==> config.mk <==
export PLATFORM = sky130hd
export DESIGN_NAME = instr_dispatch
export DESIGN_NICKNAME = d
export VERILOG_FILES = /design/src/rtl/instr_pkg.sv /design/src/rtl/sat_counter.sv /design/src/rtl/instr_dispatch.sv
export SDC_FILE = /design/constraint.sdc
export NUM_CORES = 1
export LEC_CHECK = 0
export CORE_MARGIN = 2
export CORE_UTILIZATION = 30
export CTS_CLUSTER_DIAMETER = 80
export DETAILED_ROUTE_END_ITERATION = 12
export SYNTH_ARGS = -nofsm -noshare
export SYNTH_HDL_FRONTEND = slang
export SYNTH_SLANG_ARGS = --single-unit
==> constraint.sdc <==
create_clock -name clk -period 3 [get_ports clk]
set_clock_uncertainty 0.15 [all_clocks]
set_input_delay 0.6 -clock clk [delete_from_list [all_inputs] [get_ports clk]]
set_output_delay 0.6 -clock clk [all_outputs]
set_load 0.1 [all_outputs]
==> src/rtl/instr_pkg.sv <==
// Field map, opcode constants and FSM state encoding shared by the instruction dispatch slice.
package instr_pkg;

    localparam int FlitWidth   = 82;
    localparam int ValidBitPos = 81;
    localparam int DstPos      = 72;
    localparam int SrcPos      = 63;
    localparam int RankPos     = 54;
    localparam int OpPos       = 32;
    localparam int NodeWidth   = 9;
    localparam int OpWidth     = 4;

    localparam logic [OpWidth-1:0] Gather      = 4'b1011;
    localparam logic [OpWidth-1:0] ShortReduce = 4'b1100;
    localparam logic [OpWidth-1:0] LargeReduce = 4'b1101;

    typedef enum logic [2:0] {
        IDLE,
        FETCH,
        LOAD,
        SEND,
        NEXT
    } state_t;

    // Ops whose destination is rewritten to the root node.
    function automatic logic is_root_op(input logic [OpWidth-1:0] op);
        return (op == Gather) || (op == ShortReduce) || (op == LargeReduce);
    endfunction

endpackage

==> src/rtl/sat_counter.sv <==
// Saturating event counter with asynchronous active-low clear.
module sat_counter #(
    parameter int CntWidth = 16
) (
    input  logic                clk,
    input  logic                rst,
    input  logic                inc,
    output logic [CntWidth-1:0] count
);

    always_ff @(posedge clk or negedge rst) begin
        if (!rst) begin
            count <= '0;
        end else if (inc && (count != {CntWidth{1'b1}})) begin
            count <= count + CntWidth'(1);
        end
    end

endmodule

==> src/rtl/instr_dispatch.sv <==
// Read-side engine for instr_fifo: fetch, stamp source/rank, resolve root ops, inject to network.
// Optional stall statistics are built when INSTR_DISPATCH_STALL_EN is defined.
module instr_dispatch #(
    parameter int         FlitWidth = 82,
    parameter logic [8:0] cur_rank  = 9'b0,
    parameter logic [2:0] rank_x    = 3'b0,
    parameter logic [2:0] rank_y    = 3'b0,
    parameter logic [2:0] rank_z    = 3'b0,
    parameter logic [2:0] root_x    = 3'b0,
    parameter logic [2:0] root_y    = 3'b0,
    parameter logic [2:0] root_z    = 3'b0,
    parameter int         CntWidth  = 16
) (
    input  logic                 clk,
    input  logic                 rst,
    input  logic                 enable,
    input  logic [FlitWidth-1:0] fifo_out,
    input  logic                 fifo_empty,
    output logic                 fifo_rd_en,
    output logic [FlitWidth-1:0] flit_out,
    output logic                 flit_valid,
    input  logic                 flit_ready,
    output logic                 busy,
    output logic [CntWidth-1:0]  issued_cnt,
    output logic [CntWidth-1:0]  dropped_cnt,
    output logic [CntWidth-1:0]  stall_cnt
);

    import instr_pkg::*;

    state_t                 state;
    state_t                 next_state;
    logic [FlitWidth-1:0]   stamped;
    logic                   handshake;
    logic                   load_valid;

    assign handshake  = flit_valid && flit_ready;
    assign load_valid = fifo_out[ValidBitPos];
    assign busy       = (state != IDLE);

    always_ff @(posedge clk or negedge rst) begin
        if (!rst) begin
            state <= IDLE;
        end else begin
            state <= next_state;
        end
    end

    always_comb begin
        next_state = state;
        case (state)
            IDLE:  if (enable && !fifo_empty) next_state = FETCH;
            FETCH: next_state = LOAD;
            LOAD:  next_state = load_valid ? SEND : NEXT;
            SEND:  if (handshake) next_state = NEXT;
            NEXT:  next_state = (enable && !fifo_empty) ? FETCH : IDLE;
            default: next_state = IDLE;
        endcase
    end

    always_comb begin
        stamped = fifo_out;
        stamped[SrcPos +: NodeWidth]  = {rank_z, rank_y, rank_x};
        stamped[RankPos +: NodeWidth] = cur_rank;
        if (is_root_op(fifo_out[OpPos +: OpWidth])) begin
            stamped[DstPos +: NodeWidth] = {root_z, root_y, root_x};
        end
    end

    // Read strobe is registered so it is high for exactly the FETCH cycle.
    always_ff @(posedge clk or negedge rst) begin
        if (!rst) begin
            fifo_rd_en <= 1'b0;
            flit_out   <= '0;
            flit_valid <= 1'b0;
        end else begin
            fifo_rd_en <= (next_state == FETCH);
            if (state == LOAD && load_valid) begin
                flit_out   <= stamped;
                flit_valid <= 1'b1;
            end else if (state == SEND && handshake) begin
                flit_valid <= 1'b0;
            end
        end
    end

    sat_counter #(.CntWidth(CntWidth)) u_issued (
        .clk   (clk),
        .rst   (rst),
        .inc   (state == SEND && handshake),
        .count (issued_cnt)
    );

    sat_counter #(.CntWidth(CntWidth)) u_dropped (
        .clk   (clk),
        .rst   (rst),
        .inc   (state == LOAD && !load_valid),
        .count (dropped_cnt)
    );

`ifdef INSTR_DISPATCH_STALL_EN
    sat_counter #(.CntWidth(CntWidth)) u_stall (
        .clk   (clk),
        .rst   (rst),
        .inc   (flit_valid && !flit_ready),
        .count (stall_cnt)
    );
`else
    assign stall_cnt = '0;
`endif

endmodule

Word-level counts from Yosys, hierarchy flattened. Index checks and enable logic that the tools add are counted.

Add/subtract/negate cells: 2. Equal/unequal tests: 10. Muxes and demuxes: 8. Reductions and logical operators: 14.

Operators by type and width (number): adder 16 x 1 -> 16 bit (second input constant) (2); != test 16 bit (second input constant) (2); case mux 3 bit (5 select lines) (1); equality test 4 bit (second input constant) (3); two-way mux 3 bit (3); two-way mux 9 bit (1); logical AND 1 bit (7); equality test 3 x 1 -> 1 bit (second input constant) (2); equality test 3 x 2 -> 1 bit (second input constant) (2); equality test 3 bit (second input constant) (1); logical NOT 3 bit (1); two-way mux 1 bit (3); nonzero test 3 bit (1); logical NOT 1 bit (2); logical OR 1 bit (2); nonzero test 2 bit (1).

Register bits: 101. Bits of input ports: 87. Output and inout bits: 133.

Longest topological paths before layout.
Depth after elaboration: 5. Depth in mapped cells: 6. Gate-level depth less buffers: 5.

Modules after synthesis. A second synthesis with hierarchy kept.

Cell total of the unflattened synthesis: 348. Area, all modules: 4833.4 sq um.

Modules (own cells, without submodules): instr_dispatch (times used 1, cells each 204, area an instance 3114.2 sq um); sat_counter (times used 2, cells each 72, area an instance 859.6 sq um).

Worst setup path after synthesis. No wires, ideal clock.

Path kind: register -> register. Start point: register u_issued.count[0]. End point: register u_issued.count[1]. Arrival time: 2.567 ns. Setup slack: 0.157 ns. Stages on the path, launching flop included: 6. Buffers on the path: 0. Cell sequence: dfrtp_1 > ha_1 > nand4_1 > nor4_1 > nor2_1 > mux2_2.

Longest elaborated chain between the ends: 2. Elaborated cells on any way between the ends: 3.

RTL lines: from (decl) (line sat_counter.sv:8) `output logic [CntWidth-1:0] count`; from (signal assigned) (line sat_counter.sv:15) `count <= count + CntWidth'(1);`; branches (longest 2 deep; another with adder 16 x 1 -> 16 bit).

Parallel ways; which one is timed is not known. A chain may end at the register's enable or synchronous reset.

Worst setup path in the final report.
Start point: input fifo_out[81]. End point: register u_dropped.count[9].

Longest elaborated chain between the ends: 3.

RTL lines: from (decl) (line instr_dispatch.sv:17) `input logic [FlitWidth-1:0] fifo_out,`; logical NOT 1 bit (line instr_dispatch.sv:97) `.inc (state == LOAD && !load_valid),`; logical AND 1 bit (line instr_dispatch.sv:97); logical AND 1 bit (line sat_counter.sv:14) `end else if (inc && (count != {CntWidth{1'b1}})) begin`; to (signal assigned) (line sat_counter.sv:15); to (decl) (line sat_counter.sv:8).

Every way passes these cells.

==> summary.txt <==
Floorplan
  – Die area: approximately 0.016 sq mm
  – Die height: around 130 um
  – Die X: about 130 um
  – Cell Rows: 44
  – Total core area: around 0.014 sq mm
  – Initial core utilization: 30.5%
  – I/O pins: 220

Cells and area
  – Layout cell share with drive strength beyond 1: about a fifth
  – Antenna diode count: 0
  – FF/Latch Area: approximately 0.0025 sq mm
  – Commonest non-fill, non-tap cell in the layout: nand2_1
  – Fin nets: between 700 and 800
  – Fillers: ~1400
  – Design Area, Final: ~0.0063 sq mm
  – Syn-to-layout area delta: 42.8%
  – Most frequent cells in the layout: 175 x nand2_1, 107 x buf_4, 101 x dfrtp_1
  – Footprint of the multi-input gates: 0.00168 sq mm

CTS
  – Max Buffers Root-to-Sink: 2
  – H-tree depth: 3
  – Clock Pin Slew Worst Setup and Hold Paths: 70 ps
  – Clock latency at the later pin of the worst-skew pair: 340 ps
  – PostCTS Resize Cnt: 0
  – CTS buffer count: 9
  – CTS tree: done
  – Root buffer cell: clkbuf_16
  – CTS Sinks: just over 100
  – Hold-fix buffers, CTS: 0
  – Setup bufs post-CTS: 0

Placement
  – GP Congestion: between 0.8 and 0.9
  – DP HPWL: 7870 um
  – IO Port Bufs: 167
  – Post-placement cell area: around 0.0060 sq mm

Routing
  – Final WL: roughly 11000 um
  – DR iter-0 viols: approximately 160
  – Via density: ~4.4
  – Routed length per instance: around 14 um
  – Detailed-route DRC error count: 0
  – Drt first pass iters: 4
  – Via Count: 3586
  – DRT antenna net count: 0

Synth
  – Syn Inst Count: about 450
  – Synthesized area: roughly 0.0044 sq mm
  – Register area share after synthesis: between 50% and 60%
  – Syn avg cell area: ~9.7 sq um
  – Yosys reg bits: ~100
  – Ys Warns: 0
  – Yosys cell types: 37

Global route
  – GRT Util Overall: between 10 and 15%
  – Initial antenna violation count: 0
  – Pin count of the biggest net entering global routing: 69
  – Vias in the first global route: about 3600
  – First-pass GRT wire length: roughly 18000 um
  – Total grt overflow: 0

Setup path
  – R2R Setup Slk: 780 ps
  – Critical Path Start Type: primary input
  – Crit path arrival time: 2500 ps
  – Crit path max fanout: 6
  – Crit. End Element: flip-flop
  – CP Data Required Time: slightly above 3000 ps
  – Path type of the worst setup path: primary input to flip-flop

STA
  – Rel. slew slack: between 40% and 50%
  – Achievable Freq: approximately 420 MHz
  – Period utilization: between 70% and 80%
  – Slew Limit Fails: 0
  – Measured slew at the worst slew-check pin: 874 ps
  – Setup TNS: 0 ps
  – Unrepaired setup endpoints after global routing: no
  – Setup Viol. Count Final: 0
  – Fin crit period: 2390 ps
  – Final hold vios: 0

Run
  – Max-cap violation count: 0

Status
  – Status: completed

Worst hold path
  – HP Class: primary input to asynchronous set/reset pin
layout make-up:
| cell class | count | share of cell area (%) |
|---|---|---|
| timing repair buffer | 176 | 24.1 |
| sequential | 101 | 40.2 |
| multi-input combinational | 334 | 26.8 |
| tap | 184 | 3.67 |
| clock inverter | 4 | 1.12 |
| clock buffer | 12 | 4.08 |
sequential cells by signal, summed over array words and instances, names as in the netlist:
register         count
fifo_rd_en           1
flit_out            64
flit_valid           1
state                3
u_dropped.count     16
u_issued.count      16
metal layers:
layer,global-route usage (%),up-vias,wire length (um)
met5,0,-,0
met4,5.88,0,190
met3,3.47,11,748
met2,22.3,119,5150
met1,19.0,1706,4990
li1,-,1750,-
final timing paths:
kind	startpoint	endpoint	cells past startpoint
worst max-delay path	fifo_out[81]	u_dropped.count[9]	5
worst min-delay path	rst	flit_out[14]	1
worst max register to register	u_dropped.count[0]	u_dropped.count[9]	5
worst min register to register	flit_out[35]	flit_out[35]	2
max in group asynchronous	rst	u_dropped.count[9]	2
min in group clk	flit_out[35]	flit_out[35]	2
worst max-delay path, stage by stage:
cell             delay, ps
clkdlybuf4s50_1        450
or4b_1                 610
or2_4                  310
nor4_1                 370
xor2_1                 180
cell usage after synthesis (all sizes together):
cell,number,area [sq um]
nand2,176,661
dfrtp,101,2530
buf,38,272
nand4,14,87.6
xnor2,14,123
xor2,14,123
nand3,13,65.1
clkbuf,12,45.0
a22o,9,78.8
nor2,8,30.0
nor4,8,50.1
nor3,7,35.0
mux2,3,33.8
nand2b,3,18.8
nand4b,3,26.3
nor4b,3,26.3
or2,3,21.3
or3,3,18.8
a41oi,2,17.5
and2,2,12.5
and3,2,12.5
ha,2,25.0
a21o,1,7.51
a21oi,1,5.00
a22oi,1,7.51
and2b,1,7.51
and4,1,8.76
conb,1,3.75
mux2i,1,10.0
nor2b,1,6.26
nor3b,1,7.51
o211ai,1,7.51
or2b,1,7.51
or4b,1,10.0
cell families (layout without fill, tap and decap cells):
family,after synthesis,count (layout),synth area share (%)
XOR/XNOR,28,28,5.58
AND/OR/NAND/NOR,251,251,25.3
adder cells (fa/ha/maj),2,2,0.569
buffers and inverters,50,192,7.20
multiplexers,4,4,0.996
AO/OA/AOI/OAI,15,15,2.82
flip-flops,101,101,57.5
other,1,34,0.0853
metrics by stage:
step / utilization (%) / instances / worst slack [ps] / hold slack (ps)
after global routing: 43.5 / 811 / 528 / 288
after detailed placement: 41.3 / 795 / 285 / 312
final: 43.5 / 811 / 607 / 214
after global placement: 41.3 / 795 / 313 / 304
after floorplan: - / 485 / 157 / 154
after CTS: 43.5 / 811 / 652 / 248
Power is left out: the tool's default activity adds up to more than one toggle a clock period on the data nets, which glitch-free logic cannot reach.
